[config.mk]
export PLATFORM = sky130hd
export DESIGN_NAME = multdiv_seq
export DESIGN_NICKNAME = d
export VERILOG_FILES = /design/src/rtl/multdiv_seq.sv
export SDC_FILE = /design/constraint.sdc
export NUM_CORES = 1
export LEC_CHECK = 0
export ABC_AREA = 1
export CAP_MARGIN = 20
export CORE_AREA = 2 2 151 123
export DETAILED_ROUTE_END_ITERATION = 12
export DIE_AREA = 0 0 153 125
export HOLD_SLACK_MARGIN = 0.15
export PLACE_DENSITY = 0.82
export SKIP_LAST_GASP = 1
export SLEW_MARGIN = 10
export SYNTH_ARGS = -nofsm -noshare
export SYNTH_HDL_FRONTEND = slang
export SYNTH_SLANG_ARGS = --single-unit
export TNS_END_PERCENT = 10
[constraint.sdc]
create_clock -name clock -period 3.7 [get_ports clock]
set_clock_uncertainty 0.2 [all_clocks]
set_input_delay 0.74 -clock clock [delete_from_list [all_inputs] [get_ports clock]]
set_output_delay 0.74 -clock clock [all_outputs]
set_load 0.02 [all_outputs]
[src/rtl/multdiv_seq.sv]
// rtl/multdiv_seq.sv - sequential signed Booth multiply / non-restoring divide unit
// Define MULTDIV_DIV_EN to build the divider; otherwise ctrl_DIV reports an exception immediately.

module addsub32 (
    input  logic [31:0] a,
    input  logic [31:0] b,
    input  logic        sub,
    output logic [31:0] sum
);
    assign sum = sub ? (a - b) : (a + b);
endmodule

module multdiv_seq (
    input  logic        clock,
    input  logic        reset,
    input  logic [31:0] data_operandA,
    input  logic [31:0] data_operandB,
    input  logic        ctrl_MULT,
    input  logic        ctrl_DIV,
    output logic [31:0] data_result,
    output logic        data_exception,
    output logic        data_resultRDY,
    output logic        busy
);
    typedef enum logic [2:0] {S_IDLE, S_MULT, S_DIV, S_FIX, S_DONE} state_t;

    state_t      state;
    logic [5:0]  count;
    logic [31:0] reg_a;
    logic [31:0] reg_q;
    logic [31:0] reg_m;
    logic        q_1;
    logic [31:0] add_a;
    logic [31:0] add_b;
    logic        add_sub;
    logic [31:0] sum;
    logic        sum_sign;
    logic [31:0] mul_a;
    logic [31:0] mul_q;
`ifdef MULTDIV_DIV_EN
    logic        neg_q;
    logic        div_zero;
    logic        div_ovf;
`endif

    addsub32 u_addsub (
        .a   (add_a),
        .b   (add_b),
        .sub (add_sub),
        .sum (sum)
    );

    always_comb begin
        add_a   = reg_a;
        add_b   = 32'd0;
        add_sub = 1'b0;
        case (state)
            S_MULT: begin
                add_b   = (reg_q[0] ^ q_1) ? reg_m : 32'd0;
                add_sub = reg_q[0] & ~q_1;
            end
`ifdef MULTDIV_DIV_EN
            S_DIV: begin
                add_a   = {reg_a[30:0], reg_q[31]};
                add_b   = reg_m;
                add_sub = ~reg_a[31];
            end
            S_FIX: begin
                add_a   = 32'd0;
                add_b   = reg_q;
                add_sub = 1'b1;
            end
`endif
            default: ;
        endcase
    end

    // Sign of the exact 33-bit sum, so A - 0x80000000 still shifts in the right sign bit.
    assign sum_sign = sum[31] ^ ((add_a[31] == (add_b[31] ^ add_sub)) && (sum[31] != add_a[31]));
    assign mul_a    = {sum_sign, sum[31:1]};
    assign mul_q    = {sum[0], reg_q[31:1]};

    always_ff @(posedge clock) begin
        if (reset) begin
            state          <= S_IDLE;
            count          <= 6'd0;
            reg_a          <= 32'd0;
            reg_q          <= 32'd0;
            reg_m          <= 32'd0;
            q_1            <= 1'b0;
            data_result    <= 32'd0;
            data_exception <= 1'b0;
            data_resultRDY <= 1'b0;
            busy           <= 1'b0;
`ifdef MULTDIV_DIV_EN
            neg_q          <= 1'b0;
            div_zero       <= 1'b0;
            div_ovf        <= 1'b0;
`endif
        end else if (ctrl_MULT) begin
            state          <= S_MULT;
            count          <= 6'd0;
            reg_a          <= 32'd0;
            reg_q          <= data_operandB;
            reg_m          <= data_operandA;
            q_1            <= 1'b0;
            data_resultRDY <= 1'b0;
            busy           <= 1'b1;
        end else if (ctrl_DIV) begin
`ifdef MULTDIV_DIV_EN
            state          <= S_DIV;
            count          <= 6'd0;
            reg_a          <= 32'd0;
            reg_q          <= data_operandA[31] ? -data_operandA : data_operandA;
            reg_m          <= data_operandB[31] ? -data_operandB : data_operandB;
            neg_q          <= data_operandA[31] ^ data_operandB[31];
            div_zero       <= (data_operandB == 32'd0);
            div_ovf        <= (data_operandA == 32'h8000_0000) && (data_operandB == 32'hFFFF_FFFF);
            data_resultRDY <= 1'b0;
            busy           <= 1'b1;
`else
            state          <= S_DONE;
            data_result    <= 32'd0;
            data_exception <= 1'b1;
            data_resultRDY <= 1'b1;
            busy           <= 1'b1;
`endif
        end else begin
            case (state)
                S_MULT: begin
                    reg_a <= mul_a;
                    reg_q <= mul_q;
                    q_1   <= reg_q[0];
                    count <= count + 6'd1;
                    if (count == 6'd31) begin
                        state          <= S_DONE;
                        data_result    <= mul_q;
                        data_exception <= (mul_a != {32{mul_q[31]}});
                        data_resultRDY <= 1'b1;
                    end
                end
`ifdef MULTDIV_DIV_EN
                S_DIV: begin
                    reg_a <= sum;
                    reg_q <= {reg_q[30:0], ~sum[31]};
                    count <= count + 6'd1;
                    if (count == 6'd31)
                        state <= S_FIX;
                end
                S_FIX: begin
                    state          <= S_DONE;
                    data_result    <= div_zero ? 32'd0 : (neg_q ? sum : reg_q);
                    data_exception <= div_zero | div_ovf;
                    data_resultRDY <= 1'b1;
                end
`endif
                S_DONE: begin
                    state          <= S_IDLE;
                    data_resultRDY <= 1'b0;
                    busy           <= 1'b0;
                end
                default: state <= S_IDLE;
            endcase
        end
    end
endmodule

## Yosys cells after proc, flatten, opt, wreduce, memory -nomap -nowiden

Cells that the tools add are included.

- Logic and storage cells: 64
- Register bits: 140
- Output and inout bits: 35

- Reduce and logical (&&, ||, !) cells: 11
- Muxes and demuxes: 23
- Eq/ne operators: 9
- Bitwise gates (word level): 7
- Add/sub/neg operators: 3

Operators with widths:

| cell | number |
|---|---|
| 2-to-1 mux 32 bit | 9 |
| adder 32 bit | 1 |
| != test 32 bit | 1 |
| subtractor 32 bit | 1 |
| 2-to-1 mux 1 bit | 10 |
| 2-to-1 mux 3 bit | 3 |
| adder 6 x 1 -> 6 bit, second input constant | 1 |
| equality test 6 x 5 -> 1 bit, second input constant | 1 |
| AND reduction 2 bit | 3 |
| nonzero test 2 bit | 3 |
| nonzero test 3 bit | 2 |
| != test 4 bit, second input constant | 1 |
| != test 3 bit, second input constant | 1 |
| inverter 1 bit | 3 |
| AND reduction 3 bit | 1 |
| XOR 1 bit | 3 |
| equality test 2 x 1 -> 1 bit, second input constant | 1 |
| equality test 2 bit, second input constant | 1 |
| != test 2 bit, second input constant | 1 |
| case mux 1 bit (2 select lines) | 1 |
| OR reduction 2 bit | 1 |
| bitwise AND 1 bit | 1 |
| equality test 1 bit | 1 |
| logical AND 1 bit | 1 |
| != test 1 bit | 1 |

## Longest topological paths before layout

- Depth in word-level cells: 12
- Mapped depth: 30

## By module

Synthesis repeated with hierarchy kept, for this count alone.

- Cell total of the unflattened synthesis: 1495
- Area total of the unflattened synthesis: 9034.9 µm²

Modules (own cells, without submodules):

| module | area an instance (µm²) | cells each | sequential area each (µm²) | instances |
|---|---|---|---|---|
| multdiv_seq | 5646.7 | 790 | 2802.7 | 1 |
| addsub32 | 3388.2 | 705 | 0.0 | 1 |

## Worst setup path after synthesis

OpenSTA, ideal clock, no wires.

- Kind: flip-flop to flip-flop
- Start: register q_1
- End: register data_exception
- Buffers on the path: 0
- Slack: -148 ps
- Stages on the path, launching flop included: 28
- Setup time: 122 ps
- Arrival: 3526 ps
- Period minus slack after synthesis: 3848 ps
- Cell sequence: dfxtp_1 inv_1 ha_1 inv_2 nand3_1 ha_1 inv_1 nor2_1 nand4_2 nor2_2 nand4_2 o21ai_2 inv_2 nor2_1 xor2_1 inv_1 ha_1 nand2_1 nor4_1 o21ai_0 nand3_1 nand2_1 nand2_1 nand2_1 nor2_1 nand3_1 nand2_1 a21oi_2

- Word-level cells in the longest chain between the ends: 12
- Elaborated cells between the ends (all ways): 18
- Classes of those cells: 2 x add/sub; 3 x eq/ne; 7 x mux; 5 x bitwise; 1 x reduce/logical

RTL lines:

| item | RTL line | RTL |
|---|---|---|
| from (decl) | 32 | `logic q_1;` |
| from (signal assigned) | 133 | `q_1 <= reg_q[0];` |
| XOR 1 bit | 59 | `add_b = (reg_q[0] ^ q_1) ? reg_m : 32'd0;` |
| 2-to-1 mux 32 bit | 59 |  |
| 2-to-1 mux 32 bit | 57 | `case (state)` |
| adder 32 bit / subtractor 32 bit (equally long branches) | 10 | `assign sum = sub ? (a - b) : (a + b);` |
| 2-to-1 mux 32 bit | 10 |  |
| != test 1 bit | 79 | `assign sum_sign = sum[31] ^ ((add_a[31] == (add_b[31] ^ add_sub)) && (sum[31] != add_a[31]));` |
| logical AND 1 bit | 79 |  |
| XOR 1 bit | 79 |  |
| != test 32 bit * | 138 | `data_exception <= (mul_a != {32{mul_q[31]}});` |
| 2-to-1 mux 1 bit * | 135 | `if (count == 6'd31) begin` |
| 2-to-1 mux 1 bit * | 129 | `case (state)` |
| 2-to-1 mux 1 bit * | 109 | `end else if (ctrl_DIV) begin` |
| to (signal assigned) | 138 |  |
| to (decl) | 21 | `output logic data_exception,` |

Every way passes the cells marked *; elsewhere a longest branch is shown, timed or not. The select of a mux whose other input is x is not followed.
A chain may end at the register's enable or synchronous reset.

## Worst setup path after layout

Same ends and word-level chain as after synthesis.

==> impl_metrics.csv <==
group,metric,value,unit
clock_tree,cts.htree.levels,4,
setup_path,r2r-end,"data_exception",
die,die_area,19100,sq um
setup_path,critPathCapture,"data_exception",
clock_tree,tritoncts,"built",
sta,report.final.setup_viol,23,
sta,timing_hold_violations_final,0,
final_layout,share_of_layout_cells_above_drive_strength_1,0.216,
sta,setup_total_negative_slack,-6.40,ns
setup_path,critical_path.startpoint,"q_1",
power_and_ir_drop,ir_drop,0.000334,V
sta,finalHoldWorstSlack,0.263,ns
placed_design,placed_cells_incl_taps,1865,
die,io-pin-count,103,
power_and_ir_drop,power_density,449,nW/um^2
final_layout,area_growth,41.2,%
setup_path,end_kind,"register",
placed_design,place_congestion,1.01,
global_routing,grt_start_max_net_pins,68,
global_routing,gr_usage_total,0.321,
setup_path,reg2reg_setup_slack,-0.53,ns
drt,top_layer_used,"met4",
setup_path,rr_startpoint,"q_1",
global_routing,gr-total-overflow,0,
synthesis,synthesis.area,9030,sq um
power_and_ir_drop,overall_power_after_layout,5.72,mW
synthesis,synthesis.instances,1440,
final_layout,final_cell_count_no_fill,1921,
setup_path,setup.worst_path.start_class,"register",
sta,post-route-min-period,4.23,ns
drt,antenna_left,0,
final_layout,nets,1781,
placed_design,detailed_place.area,11300,sq um
clock_tree,cts_inserted_buffers,17,
drt,initialDrtViolationCount,1613,
die,placement_rows,44,
hold_path,worst_hold_path_type,"register to register",
drt,met2_length,14500,um
die,fp.dieH,125,um
final_layout,post-route-util,0.717,
sta,rsz0062_at_grt,"true",
run,cap_violations,0,
synthesis,synthArstFlopShare,0,
final_layout,antenna_cells,0,
setup_path,critical_path_required,3.81,ns
clock_tree,worst_skew_pair.late_latency,0.44,ns
drt,route.detailed.wl_per_inst,17.2,um
clock_tree,tritoncts_num_sinks,140,
drt,routed-wl-met3,3470,um
die,die_x,153,um
status,violations,"setup timing",
drt,detail_route.vias_per_cell,5.73,
synthesis,syn-mean-instance-area,6.27,sq um
status,outcome,"complete, but fails checks",
placed_design,hpwl_after_detailed_placement,20700,um
drt,dr_total_vias,11001,
sta,final_worst_path_cycle_share,1.14,
synthesis,synth_top_flop_cell,"sky130_fd_sc_hd__dfxtp_1",
drt,drc_errors,0,
synthesis,synth-edff-count,0,
placed_design,dpl_worst_slack,-0.564,ns
sta,maxSlewHeadroom,0.428,
clock_tree,clk_transition_reported_paths,0.07,ns
setup_path,worstSetupPathType,"register to register",
synthesis,synthesis.nets,1543,
setup_path,timing.reg2reg.worst_path_depth,27,
global_routing,grt_pass1_wl,50300,um
drt,routed_wirelength,33100,um
synthesis,synth.ff_latch_count,140,
setup_path,cp_data_arrival_time,4.34,ns
global_routing,number_of_antenna_violations_at_the_first_check_in_global_routing,1,
die,start_util,0.508,
clock_tree,clock_path_buffers,2,
final_layout,fill_cells,1312,
setup_path,cp_max_fo,5,
clock_tree,cts_root_buf,"sky130_fd_sc_hd__clkbuf_16",
final_layout,final_design_area_no_fill,12800,sq um
placed_design,io_buffer_count,102,
synthesis,synthesis.yosys.warnings,0,
power_and_ir_drop,power.static_leakage,5.94,nW
drt,wirelength_met1,13700,um
sta,max_freq,0.236,GHz
sta,worst_slew_pin_slew,0.856,ns
synthesis,yosys.cell_types.count,42,
synthesis,yosysSeqAreaShare,0.310,
global_routing,grt_pass1_vias,10036,
drt,detailedRoute.firstPassIterationCount,6,
sta,finalWorstSetupSlack,-0.533,ns
die,placeableCoreArea,17800,sq um
sta,final_max_slew_viol_count,0,
[cells in the mapped netlist, types with 13 or more instances]
master | instances | area (sq um)
sky130_fd_sc_hd__xnor2_1 | 18 | 158
sky130_fd_sc_hd__nand4_1 | 19 | 119
sky130_fd_sc_hd__nor2_1 | 151 | 567
sky130_fd_sc_hd__a31oi_1 | 21 | 131
sky130_fd_sc_hd__dfxtp_1 | 140 | 2800
sky130_fd_sc_hd__a21oi_1 | 81 | 405
sky130_fd_sc_hd__a22oi_1 | 13 | 97.6
sky130_fd_sc_hd__o21ai_0 | 63 | 315
sky130_fd_sc_hd__nand3_1 | 90 | 450
sky130_fd_sc_hd__inv_1 | 178 | 668
sky130_fd_sc_hd__xor2_1 | 23 | 201
sky130_fd_sc_hd__ha_1 | 34 | 425
sky130_fd_sc_hd__nand2_1 | 446 | 1670
sky130_fd_sc_hd__o211ai_1 | 32 | 240
sky130_fd_sc_hd__clkbuf_1 | 40 | 150
[area by class of cell]
class	instances	area, sq um	share of cell area
clock inverter	15	164	0.0128
tap	230	288	0.0226
clock buffer	17	425	0.0333
multi-input combinational	1055	5950	0.466
sequential	140	2810	0.220
timing repair buffer	275	2410	0.189
inverter	189	714	0.0560
[how the worst min path moves through the flow]
| stage | startpoint | to | slack, ns | depth (start not counted) |
|---|---|---|---|---|
| 2_1_floorplan | reg_m[0] | reg_m[0] | 0.23 | 2 |
| 3_3_place_gp | data_result[14] | data_result[14] | 0.25 | 2 |
| 3_5_place_dp | data_result[29] | data_result[29] | 0.25 | 2 |
| 4_1_cts | data_result[14] | data_result[14] | 0.26 | 2 |
| 5_1_grt | data_result[14] | data_result[14] | 0.28 | 2 |
| 6_report | data_result[14] | data_result[14] | 0.26 | 2 |
[what timing repair did]
item	in CTS	in global routing
gates resized for setup	124	40
cloned	2	1
endpoints found under the setup margin	21	25
setup buffers	15	6
hold buffers	0	0
pin swaps	55	37
[registers in the layout (all words and copies together), names as in the netlist]
| signal | count |
|---|---|
| data_resultRDY | 1 |
| reg_q | 32 |
| count | 6 |
| busy | 1 |
| data_result | 32 |
| reg_m | 32 |
| data_exception | 1 |
| add_a | 32 |
| state | 2 |
| q_1 | 1 |
[per-layer routing]
metal  global-route usage  up-vias
li1                     -     5118
met1                0.449     5029
met2                0.504      732
met3               0.0471      122
met4                0.121        0
met5                    0        -
[report_power, final]
group	switching, mW	internal, mW
sequential	0.0548	1.57
clock	0.840	0.909
combinational	1.33	1.02
[cells in the final DEF, fill, tap and decap left out, types with 12 or more instances in the layout]
master and count:
sky130_fd_sc_hd__a21oi_1 73, sky130_fd_sc_hd__a22oi_1 13, sky130_fd_sc_hd__a31oi_1 21, sky130_fd_sc_hd__buf_4 166, sky130_fd_sc_hd__clkbuf_16 18, sky130_fd_sc_hd__clkdlybuf4s50_1 100, sky130_fd_sc_hd__dfxtp_1 138, sky130_fd_sc_hd__ha_1 18
sky130_fd_sc_hd__ha_4 12, sky130_fd_sc_hd__inv_1 171, sky130_fd_sc_hd__inv_2 16, sky130_fd_sc_hd__nand2_1 418, sky130_fd_sc_hd__nand2_2 27, sky130_fd_sc_hd__nand3_1 79, sky130_fd_sc_hd__nand4_1 19, sky130_fd_sc_hd__nor2_1 113
sky130_fd_sc_hd__nor2_2 28, sky130_fd_sc_hd__nor2_4 14, sky130_fd_sc_hd__o211ai_1 32, sky130_fd_sc_hd__o21ai_0 53, sky130_fd_sc_hd__xnor2_1 15, sky130_fd_sc_hd__xor2_1 22
[critical path, cell delays in order (launching register included)]
cell and delay [ns]:
sky130_fd_sc_hd__dfxtp_2 0.33, sky130_fd_sc_hd__inv_2 0.05, sky130_fd_sc_hd__ha_4 0.30, sky130_fd_sc_hd__inv_6 0.07, sky130_fd_sc_hd__buf_12 0.14, sky130_fd_sc_hd__nand2_1 0.06
sky130_fd_sc_hd__nor2_2 0.05, sky130_fd_sc_hd__nor2_4 0.22, sky130_fd_sc_hd__nand4_4 0.17, sky130_fd_sc_hd__nor2_4 0.19, sky130_fd_sc_hd__nand4_4 0.15, sky130_fd_sc_hd__o21ai_4 0.23
sky130_fd_sc_hd__and2_4 0.18, sky130_fd_sc_hd__xor2_2 0.14, sky130_fd_sc_hd__inv_2 0.08, sky130_fd_sc_hd__ha_4 0.29, sky130_fd_sc_hd__nand2_2 0.09, sky130_fd_sc_hd__nor3_2 0.22
sky130_fd_sc_hd__o21ai_1 0.10, sky130_fd_sc_hd__and3_1 0.18, sky130_fd_sc_hd__nand2_1 0.10, sky130_fd_sc_hd__inv_1 0.04, sky130_fd_sc_hd__nand2_1 0.07, sky130_fd_sc_hd__nand2_2 0.09
sky130_fd_sc_hd__nor2_2 0.10, sky130_fd_sc_hd__nand3_1 0.08, sky130_fd_sc_hd__nand2_1 0.08, sky130_fd_sc_hd__a21oi_2 0.05
[kinds of logic after synthesis]
group                      synth area share
AOI/OAI and AO/OA                     0.151
and+or+nand+nor                       0.343
xor gates and xnor gates             0.0398
DFF                                   0.310
adders and majority gates            0.0493
buffers and inverters                 0.107
(Power assumes the default switching activity.)
